**src/rtl/stream_serializer.sv**
```systemverilog
// +--------------------------------------------------------------------------+
// | stream_serializer: valid/ready word loader, LSB-first serial shifter;     |
// | optional even parity via STREAM_SERIALIZER_PARITY_EN. Rev 1.0            |
// +--------------------------------------------------------------------------+
`default_nettype none
`timescale 1ns/1ps

module stream_serializer #(
  parameter int WIDTH = 16
) (
  input  logic             clk,
  input  logic             rst,
  input  logic             load_valid,
  input  logic [WIDTH-1:0] load_data,
  output logic             load_ready,
  input  logic             hold,
  output logic             bit_out,
  output logic             bit_valid,
  output logic             done,
  output logic             busy
);

`ifdef STREAM_SERIALIZER_PARITY_EN
  localparam int FRAME = WIDTH + 1;
`else
  localparam int FRAME = WIDTH;
`endif
  localparam int CNT_W = $clog2(FRAME + 1);
  localparam logic [CNT_W-1:0] LAST_CNT = CNT_W'(FRAME - 1);

  typedef enum logic [0:0] {
    IDLE  = 1'b0,
    SHIFT = 1'b1
  } state_t;

  state_t             state, state_n;
  logic [FRAME-1:0]   shreg, shreg_n;
  logic [CNT_W-1:0]   cnt, cnt_n;
  logic               bit_valid_n;
  logic               done_n;
  logic               consume;
  logic               last_bit;
  logic               accept;
  logic [FRAME-1:0]   load_frame;

`ifdef STREAM_SERIALIZER_PARITY_EN
  assign load_frame = {^load_data, load_data};
`else
  assign load_frame = load_data;
`endif

  assign consume    = bit_valid && !hold;
  assign last_bit   = (cnt == LAST_CNT);
  assign load_ready = (state == IDLE) || (last_bit && consume);
  assign accept     = load_valid && load_ready;

  // The current bit always sits at shreg[0]; zeros shift in from the top.
  assign bit_out = shreg[0];
  assign busy    = (state == SHIFT);

  always_ff @(posedge clk or negedge rst) begin
    if (!rst) begin
      state     <= IDLE;
      shreg     <= '0;
      cnt       <= '0;
      bit_valid <= 1'b0;
      done      <= 1'b0;
    end else begin
      state     <= state_n;
      shreg     <= shreg_n;
      cnt       <= cnt_n;
      bit_valid <= bit_valid_n;
      done      <= done_n;
    end
  end

  always_comb begin
    state_n     = state;
    shreg_n     = shreg;
    cnt_n       = cnt;
    bit_valid_n = bit_valid;
    done_n      = 1'b0;
    case (state)
      IDLE: begin
        if (accept) begin
          state_n     = SHIFT;
          shreg_n     = load_frame;
          cnt_n       = '0;
          bit_valid_n = 1'b1;
        end
      end
      SHIFT: begin
        if (consume) begin
          done_n = last_bit;
          if (accept) begin
            // Back-to-back reload keeps the stream gap-free.
            shreg_n     = load_frame;
            cnt_n       = '0;
            bit_valid_n = 1'b1;
          end else if (last_bit) begin
            state_n     = IDLE;
            shreg_n     = shreg >> 1;
            cnt_n       = '0;
            bit_valid_n = 1'b0;
          end else begin
            shreg_n = shreg >> 1;
            cnt_n   = cnt + CNT_W'(1);
          end
        end
      end
      default: begin
        state_n = IDLE;
      end
    endcase
  end

endmodule

`default_nettype wire

```
**config.mk**
```make
export PLATFORM = sky130hd
export DESIGN_NAME = stream_serializer
export DESIGN_NICKNAME = d
export VERILOG_FILES = /design/src/rtl/stream_serializer.sv
export SDC_FILE = /design/constraint.sdc
export NUM_CORES = 1
export LEC_CHECK = 0
export CAP_MARGIN = 15
export CORE_MARGIN = 3
export CORE_UTILIZATION = 50
export CTS_CLUSTER_SIZE = 40
export DETAILED_ROUTE_END_ITERATION = 10
export PLACE_DENSITY = 0.83
export SLEW_MARGIN = 20
export SYNTH_ARGS = -nofsm -noshare
export SYNTH_HDL_FRONTEND = slang
export SYNTH_SLANG_ARGS = --single-unit
export TNS_END_PERCENT = 10
```
**constraint.sdc**
```tcl
create_clock -name clk -period 2 [get_ports clk]
set_input_delay 0.4 -clock clk [delete_from_list [all_inputs] [get_ports clk]]
set_output_delay 0.4 -clock clk [all_outputs]
set_load 0.1 [all_outputs]
```
==> impl_results.html, run 1 <==
<table>
<tr><th>Metric</th><th>Value</th></tr>
<tr><th colspan="2">Outcome</th></tr>
<tr><td>Status</td><td>completed</td></tr>
<tr><th colspan="2">Yosys</th></tr>
<tr><td>Number of nets in the synthesized netlist</td><td>181</td></tr>
<tr><td>Number of flip-flops and latches in the synthesized netlist</td><td>24</td></tr>
<tr><td>Mapped Cells</td><td>160</td></tr>
<tr><td>Count of flip-flops with a built-in enable after synthesis</td><td>0</td></tr>
<tr><td>Fraction of synthesis flops using an asynchronous set or reset pin</td><td>1.000</td></tr>
<tr><td>Part of the Yosys area used for sequential elements</td><td>0.3759</td></tr>
<tr><td>Number of different library cells in the post-synthesis netlist</td><td>43</td></tr>
<tr><td>Average cell area after synthesis</td><td>9.986 µm²</td></tr>
<tr><td>Most used DFF post-synth</td><td>dfrtp_1</td></tr>
<tr><td>Yosys warning total</td><td>0</td></tr>
<tr><td>Synth Cell Area</td><td>1598 µm²</td></tr>
<tr><th colspan="2">Detailed routing</th></tr>
<tr><td>Total met3 wirelength after detailed routing</td><td>154 µm</td></tr>
<tr><td>Sum of routed wire length over all layers</td><td>3755 µm</td></tr>
<tr><td>Number of routed nets with antenna violations</td><td>0</td></tr>
<tr><td>Routed met1 length</td><td>1662 µm</td></tr>
<tr><td>Wire length on met2</td><td>1880 µm</td></tr>
<tr><td>Avg Vias per Cell</td><td>5.803</td></tr>
<tr><td>Number of iterations in the first detailed-routing pass</td><td>4</td></tr>
<tr><td>Highest metal layer with signal wires</td><td>met4</td></tr>
<tr><td>Routed via count</td><td>1,358</td></tr>
<tr><td>1st-iter DRT viols</td><td>85</td></tr>
<tr><td>Average detailed-routed wire length per instance</td><td>16.05 µm</td></tr>
<tr><td>DRC violation count after routing</td><td>0</td></tr>
<tr><th colspan="2">Setup path</th></tr>
<tr><td>Register-to-register setup slack</td><td>0.41 ns</td></tr>
<tr><td>Slowest stage delay, CP</td><td>0.44 ns</td></tr>
<tr><td>Highest-delay cell along the critical path</td><td>dfrtp_2</td></tr>
<tr><td>Crit path DAT</td><td>1.49 ns</td></tr>
<tr><td>Class of the most critical setup path</td><td>reg2out</td></tr>
<tr><td>CP max FO</td><td>5</td></tr>
<tr><td>Data required, critical path</td><td>1.60 ns</td></tr>
<tr><td>Endpoint class of the critical path</td><td>output port</td></tr>
<tr><td>Cell chain of the critical path</td><td>ha_4 -&gt; nand4b_2 -&gt; o21ai_4 -&gt; buf_12</td></tr>
<tr><td>Startpoint type of the worst setup path</td><td>flip-flop</td></tr>
<tr><th colspan="2">Layout</th></tr>
<tr><td>Count of antenna diodes in the layout</td><td>0</td></tr>
<tr><td>Filler Cells Inserted</td><td>237</td></tr>
<tr><td>Final std cell area, no fill</td><td>2017 µm²</td></tr>
<tr><td>Most common cell after layout, fill and taps aside</td><td>dfrtp_1</td></tr>
<tr><td>Most frequent cells in the layout</td><td>21 x dfrtp_1, 19 x clkdlybuf4s50_1, 18 x buf_4, 15 x nor2_1</td></tr>
<tr><td>Share of layout cells above drive strength 1</td><td>0.3125</td></tr>
<tr><td>Net count of the finished layout</td><td>214</td></tr>
<tr><td>Layout-stage area growth over the synthesis result</td><td>26.23%</td></tr>
<tr><th colspan="2">GRT</th></tr>
<tr><td>Total Routing Usage GR</td><td>0.1996</td></tr>
<tr><td>Via count of the first global-routing pass</td><td>1,422</td></tr>
<tr><td>Maximum number of pins on one net before global-route repair</td><td>25</td></tr>
<tr><td>Congestion Overflow GR</td><td>0</td></tr>
<tr><td>First-pass GRT wire length</td><td>6375 µm</td></tr>
<tr><td>Number of antenna violations at the first check in global routing</td><td>0</td></tr>
<tr><th colspan="2">Pwr</th></tr>
<tr><td>P_leak</td><td>0.8941 nW</td></tr>
<tr><td>Power density over cell area</td><td>679.4 nW/µm²</td></tr>
<tr><td>Peak ir drop on the vdd network</td><td>0.4680 mV</td></tr>
<tr><td>Overall power consumption</td><td>1.370 mW</td></tr>
<tr><th colspan="2">Placement</th></tr>
<tr><td>Cell Area, Placed</td><td>1944 µm²</td></tr>
<tr><td>IO Port Bufs</td><td>24</td></tr>
<tr><td>Detailed placer's ending HPWL</td><td>2617 µm</td></tr>
<tr><td>Final GP Congestion</td><td>0.8420</td></tr>
<tr><th colspan="2">Timing</th></tr>
<tr><td>Final critical delay including setup and external delays</td><td>1.887 ns</td></tr>
<tr><td>Worst-case headroom to the max-slew limit</td><td>0.7099</td></tr>
<tr><td>Max Transition Viols Final</td><td>0</td></tr>
<tr><td>Aggregate negative setup slack</td><td>0 ns</td></tr>
<tr><td>Highest clock rate</td><td>0.5300 GHz</td></tr>
<tr><td>Final worst path period share</td><td>0.9433</td></tr>
<tr><td>Actual transition at the worst max-transition pin</td><td>0.4241 ns</td></tr>
<tr><td>Final Hold Viols</td><td>0</td></tr>
<tr><td>Worst Hold Slack</td><td>0.4182 ns</td></tr>
<tr><td>Number of setup violations in the final report</td><td>0</td></tr>
<tr><td>Worst setup skew after layout</td><td>0.006108 ns</td></tr>
<tr><td>Setup repair after global routing missed its margin</td><td>no</td></tr>
<tr><th colspan="2">Clock network</th></tr>
<tr><td>Htree depth</td><td>1</td></tr>
<tr><td>Number of CTS-inserted buffers</td><td>3</td></tr>
<tr><td>Clock insertion delay at the later pin of the skew report</td><td>0.32 ns</td></tr>
<tr><td>Total clock sinks</td><td>24</td></tr>
<tr><td>CTS tree</td><td>yes</td></tr>
<tr><td>Clock root buffer master</td><td>clkbuf_4</td></tr>
<tr><td>Max Buffers Root-to-Sink</td><td>2</td></tr>
<tr><td>Clock transition at the registers of the reported paths</td><td>0.14 ns</td></tr>
<tr><th colspan="2">Job</th></tr>
<tr><td>Number of violations of the max-capacitance limit</td><td>0</td></tr>
<tr><th colspan="2">Min path</th></tr>
<tr><td>Tightest Hold Check Type</td><td>in2async</td></tr>
<tr><th colspan="2">Die</th></tr>
<tr><td>Floorplan Core Area</td><td>2900 µm²</td></tr>
<tr><td>Count of boundary I/O pins</td><td>25</td></tr>
<tr><td>Floorplan die area</td><td>3910 µm²</td></tr>
<tr><td>Die X-Extent</td><td>62.53 µm</td></tr>
<tr><td>Total number of placement rows</td><td>19</td></tr>
<tr><td>Initial cell density of the core</td><td>0.5509</td></tr>
<tr><td>Die Ht</td><td>62.53 µm</td></tr>
</table>
[power breakdown]
| part | internal, mW | switching [mW] |
|---|---|---|
| combinational | 0.236 | 0.217 |
| clock | 0.111 | 0.152 |
| sequential | 0.581 | 0.0731 |
[final cells by class]
cell class	instances	area (µm²)	area share
repair buffers	40	385.4	0.1911
well taps	42	52.55	0.02605
multi-input cells	109	882.1	0.4373
flip-flops and latches	24	604.3	0.2996
inverters	15	56.30	0.02792
clock buffers	4	36.28	0.01799
[sequential cells by signal, summed over array words and instances, names as in the netlist]
| name | cells |
|---|---|
| bit_valid | 1 |
| cnt | 5 |
| busy | 1 |
| shreg | 16 |
| done | 1 |
[routing by layer]
layer	vias up	track usage
met4	0	0.08815
li1	651	-
met3	6	0.03058
met2	38	0.3369
met1	663	0.2514
met5	-	0
[through the flow]
step / utilization / std cells / worst slack (ns)
2_1_floorplan: - / 160 / 0.03316
3_3_place_gp: 0.6704 / 227 / 0.1399
3_5_place_dp: 0.6704 / 227 / 0.09830
4_1_cts: 0.6838 / 231 / 0.02094
5_1_grt: 0.6954 / 234 / 0.01540
6_report: 0.6954 / 234 / 0.1134
[cell usage after synthesis (3+ instances only)]
master	number	area, µm²
a221oi_1	3	26.28
a221oi_2	10	150.1
buf_2	3	15.01
buf_4	6	45.04
dfrtp_1	24	600.6
inv_1	14	52.55
mux2_2	14	157.7
nand2_1	3	11.26
nand2b_1	11	68.82
nor2_1	15	56.30
o22ai_1	14	87.58
or2b_1	4	30.03
[repair_timing]
item / CTS / global route
pin swaps: 0 / 1
endpoints found under the setup margin: 1 / 1
setup buffers: 0 / 3
resized for setup: 1 / 2
gates cloned: 0 / 0
hold buffers: 0 / 0
[cell families after synthesis]
| kind of cell | Yosys count | share of synthesized area |
|---|---|---|
| AO/OA/AOI/OAI | 45 | 0.2521 |
| adder cells (fa/ha/maj) | 1 | 0.007830 |
| buffers and inverters | 27 | 0.08457 |
| flip-flops | 24 | 0.3759 |
| multiplexers | 14 | 0.09867 |
| AND/OR/NAND/NOR | 49 | 0.1809 |
[final timing paths]
check	from	to	cells after the start
worst max register to register	busy	shreg[2]	4
worst min register to register	cnt[4]	cnt[4]	1
worst max-delay path	cnt[0]	load_ready	4
max in group asynchronous	rst	busy	2
min in group clk	cnt[4]	cnt[4]	1
worst min-delay path	rst	cnt[1]	2
[critical path, delay by kind of cell (launching register included)]
kind,cells,cell delay (ns)
and+or+nand+nor,1,0.14
adders and majority gates,1,0.18
buffers and inverters,1,0.19
DFF,1,0.44
AOI/OAI and AO/OA,1,0.21
(Power assumes the default switching activity.)
==> run 2, diff against run 1 <==
==> constraint.sdc (replaced) <==
create_clock -name clk -period 1.9 [get_ports clk]
set_input_delay 0.38 -clock clk [delete_from_list [all_inputs] [get_ports clk]]
set_output_delay 0.38 -clock clk [all_outputs]
set_load 0.1 [all_outputs]
==> run 2 against run 1 <==
Wire length grew 12%; sequential share of layout area fell by 1.3 points; register-to-register slack got worse by 0.25 ns; sequential power increased by 6.4%; largest cell class unchanged; highest routed layer unchanged.
==> impl_results.html, run 2 (synthesized netlist as in run 1, its figures left out) <==
<table>
<tr><th>Metric</th><th>Value</th></tr>
<tr><th colspan="2">Detailed routing</th></tr>
<tr><td>Number of routed nets with antenna violations</td><td>0 (unchanged)</td></tr>
<tr><td>Routed via count</td><td>1,455 (+7.1%)</td></tr>
<tr><td>Number of iterations in the first detailed-routing pass</td><td>6 (+2)</td></tr>
<tr><td>DRC violation count after routing</td><td>0 (unchanged)</td></tr>
<tr><td>Average detailed-routed wire length per instance</td><td>17.39 µm (+8.4%)</td></tr>
<tr><td>Avg Vias per Cell</td><td>6.037 (+4.0%)</td></tr>
<tr><td>Sum of routed wire length over all layers</td><td>4192 µm (+12%)</td></tr>
<tr><td>1st-iter DRT viols</td><td>98 (+15%)</td></tr>
<tr><th colspan="2">Timing</th></tr>
<tr><td>Final worst path period share</td><td>0.9900</td></tr>
<tr><td>Worst-case headroom to the max-slew limit</td><td>0.4465 (-0.2634)</td></tr>
<tr><td>Setup repair after global routing missed its margin</td><td>yes</td></tr>
<tr><td>Actual transition at the worst max-transition pin</td><td>0.8293 ns (+0.4052 ns)</td></tr>
<tr><td>Highest clock rate</td><td>0.5316 GHz</td></tr>
<tr><td>Max Transition Viols Final</td><td>0 (unchanged)</td></tr>
<tr><td>Number of setup violations in the final report</td><td>0 (unchanged)</td></tr>
<tr><td>Worst setup skew after layout</td><td>0.004404 ns (-0.001704 ns)</td></tr>
<tr><td>Final Hold Viols</td><td>0 (unchanged)</td></tr>
<tr><td>Final critical delay including setup and external delays</td><td>1.881 ns</td></tr>
<tr><th colspan="2">Layout</th></tr>
<tr><td>Final std cell area, no fill</td><td>2102 µm² (+4.2%)</td></tr>
<tr><td>Count of antenna diodes in the layout</td><td>0 (unchanged)</td></tr>
<tr><td>Most common cell after layout, fill and taps aside</td><td>buf_4</td></tr>
<tr><td>Filler Cells Inserted</td><td>230 (-3.0%)</td></tr>
<tr><td>Most frequent cells in the layout</td><td>23 x buf_4, 22 x dfrtp_1, 19 x clkdlybuf4s50_1, 15 x nor2_1</td></tr>
<tr><td>Flip-flop count of the largest register, all copies and words added</td><td>16 (unchanged)</td></tr>
<tr><td>Most flops, register</td><td>shreg</td></tr>
<tr><td>Top flop regs</td><td>shreg: 16 flops, cnt: 5 flops</td></tr>
<tr><td>Net count of the finished layout</td><td>221 (+3.3%)</td></tr>
<tr><td>Share of layout cells above drive strength 1</td><td>0.3317 (+0.01916)</td></tr>
<tr><td>Layout-stage area growth over the synthesis result</td><td>31.56%</td></tr>
<tr><th colspan="2">Placement</th></tr>
<tr><td>Final GP Congestion</td><td>0.8175 (-2.9%)</td></tr>
<tr><td>IO Port Bufs</td><td>24 (unchanged)</td></tr>
<tr><td>Detailed placer's ending HPWL</td><td>2692 µm (+2.9%)</td></tr>
<tr><td>Cell Area, Placed</td><td>1992 µm² (+2.4%)</td></tr>
<tr><th colspan="2">GRT</th></tr>
<tr><td>Congestion Overflow GR</td><td>0 (unchanged)</td></tr>
<tr><td>Via count of the first global-routing pass</td><td>1,504 (+5.8%)</td></tr>
<tr><td>Total Routing Usage GR</td><td>0.2229 (+0.02332)</td></tr>
<tr><td>First-pass GRT wire length</td><td>7113 µm (+12%)</td></tr>
<tr><td>Maximum number of pins on one net before global-route repair</td><td>25 (unchanged)</td></tr>
<tr><td>Number of antenna violations at the first check in global routing</td><td>0 (unchanged)</td></tr>
<tr><th colspan="2">Clock network</th></tr>
<tr><td>Clock transition at the registers of the reported paths</td><td>0.14 ns (about the same)</td></tr>
<tr><td>Max Buffers Root-to-Sink</td><td>2 (unchanged)</td></tr>
<tr><td>CTS tree</td><td>yes</td></tr>
<tr><td>Number of CTS-inserted buffers</td><td>3 (unchanged)</td></tr>
<tr><td>Clock root buffer master</td><td>clkbuf_4</td></tr>
<tr><td>Clock insertion delay at the later pin of the skew report</td><td>0.32 ns (about the same)</td></tr>
<tr><td>Total clock sinks</td><td>24 (unchanged)</td></tr>
<tr><td>Htree depth</td><td>1 (unchanged)</td></tr>
<tr><th colspan="2">Pwr</th></tr>
<tr><td>Peak ir drop on the vdd network</td><td>0.3642 mV (-22%)</td></tr>
<tr><td>Part of the total power dissipated in sequential elements</td><td>0.469 (-0.009)</td></tr>
<tr><td>Overall power consumption</td><td>1.483 mW (+8.3%)</td></tr>
<tr><td>Switching share of power</td><td>0.3289 (+0.006419)</td></tr>
<tr><td>P_leak</td><td>0.9424 nW (+5.4%)</td></tr>
<tr><td>Power density over cell area</td><td>705.7 nW/µm² (+3.9%)</td></tr>
<tr><td>Net switching component of the power</td><td>0.4879 mW (+10%)</td></tr>
<tr><td>P_int</td><td>0.9955 mW (+7.2%)</td></tr>
<tr><td>Fraction of power consumed by combinational cells</td><td>0.339 (+0.009)</td></tr>
<tr><td>Portion of total power attributed to the clock network</td><td>0.192 (about the same)</td></tr>
<tr><th colspan="2">Setup path</th></tr>
<tr><td>Data required, critical path</td><td>1.52 ns (-0.08 ns)</td></tr>
<tr><td>CP max FO</td><td>4 (-1)</td></tr>
<tr><td>Crit path DAT</td><td>1.50 ns (about the same)</td></tr>
<tr><td>Startpoint type of the worst setup path</td><td>flip-flop</td></tr>
<tr><td>Endpoint class of the critical path</td><td>output port</td></tr>
<tr><td>Class of the most critical setup path</td><td>reg2out</td></tr>
<tr><th colspan="2">Die</th></tr>
<tr><td>Total number of placement rows</td><td>19 (unchanged)</td></tr>
<tr><td>Die Ht</td><td>62.53 µm (unchanged)</td></tr>
<tr><td>Count of boundary I/O pins</td><td>25 (unchanged)</td></tr>
<tr><td>Initial cell density of the core</td><td>0.5509 (unchanged)</td></tr>
<tr><td>Floorplan Core Area</td><td>2900 µm² (unchanged)</td></tr>
<tr><td>Floorplan die area</td><td>3910 µm² (unchanged)</td></tr>
<tr><td>Die X-Extent</td><td>62.53 µm (unchanged)</td></tr>
<tr><th colspan="2">Outcome</th></tr>
<tr><td>Status</td><td>completed</td></tr>
<tr><th colspan="2">Job</th></tr>
<tr><td>Number of violations of the max-capacitance limit</td><td>0 (unchanged)</td></tr>
<tr><th colspan="2">Min path</th></tr>
<tr><td>Tightest Hold Check Type</td><td>in2async</td></tr>
</table>
run 2: changes by cell type in the layout (fill, tap and decap cells not counted):
cell and delta:
buf_12 +2, buf_4 +5, dfrtp_1 +1, dfrtp_2 -1, nand4b_2 -1, nand4b_4 +1
run 2: final timing paths:
| path | start | end | slack, ns | cells after the start |
|---|---|---|---|---|
| hold reg to reg | shreg[15] | shreg[15] | 0.54 | 1 |
| min in group clk | shreg[15] | shreg[15] | 0.54 | 1 |
| setup reg to reg | cnt[1] | shreg[2] | 0.16 | 4 |
| setup / recovery | cnt[1] | load_ready | 0.02 | 4 |
| max in group asynchronous | rst | busy | 1.24 | 2 |
| hold / removal | rst | shreg[1] | 0.40 | 2 |
run 2: critical path, cell delays in order, from the launching register on:
cell and delay (ns):
dfrtp_1 0.43, ha_4 0.18, nand4b_4 0.14, o21ai_4 0.22, buf_12 0.20
run 2: final cells by class:
class | instances | area [µm²] | share of cell area
clock buffer | 4 | 36.28 | 0.01726
tap | 42 | 52.55 | 0.02500
sequential | 24 | 603.1 | 0.2869
inverter | 15 | 56.30 | 0.02679
timing repair buffer | 47 | 462.9 | 0.2202
multi-input combinational | 109 | 890.9 | 0.4238
run 2: what timing repair did:
item	4_1_cts	5_1_grt
resized for setup	3	0
endpoints found under the setup margin	14	5
pin swaps	1	2
hold endpoints to repair	0	0
setup buffers	3	4
hold buffers	0	0
run 2: power groups by stage:
stage | Combinational (mW) | Clock (mW) | Sequential (mW)
4_1_cts | 0.486 | 0.285 | 0.692
3_3_place_gp | 0.448 | 0 | 0.687
3_5_place_dp | 0.471 | 0 | 0.700
5_1_grt | 0.561 | 0.300 | 0.711
2_1_floorplan | 0.313 | 0 | 0.715
6_report | 0.502 | 0.285 | 0.696
run 2: routing by layer:
metal / GRT usage / vias up / routed length, µm
li1: - / 673 / -
met2: 0.3635 / 59 / 2083
met4: 0.09091 / 0 / 100
met5: 0 / - / 0
met1: 0.2914 / 708 / 1768
met3: 0.03957 / 15 / 239
run 2: through the flow:
step	std cells	hold WS [ns]	utilization	setup TNS, ns	setup slack [ns]
after floorplan	160	0.08441	-	-0.04685	-0.04685
after global placement	230	0.4790	0.6868	-1.212	-0.1334
final	241	0.3978	0.7248	0	0.01897
after CTS	237	0.4175	0.7144	0	0.01875
after detailed placement	230	0.5023	0.6868	-1.837	-0.2085
after global routing	241	0.4342	0.7248	-0.06529	-0.04114
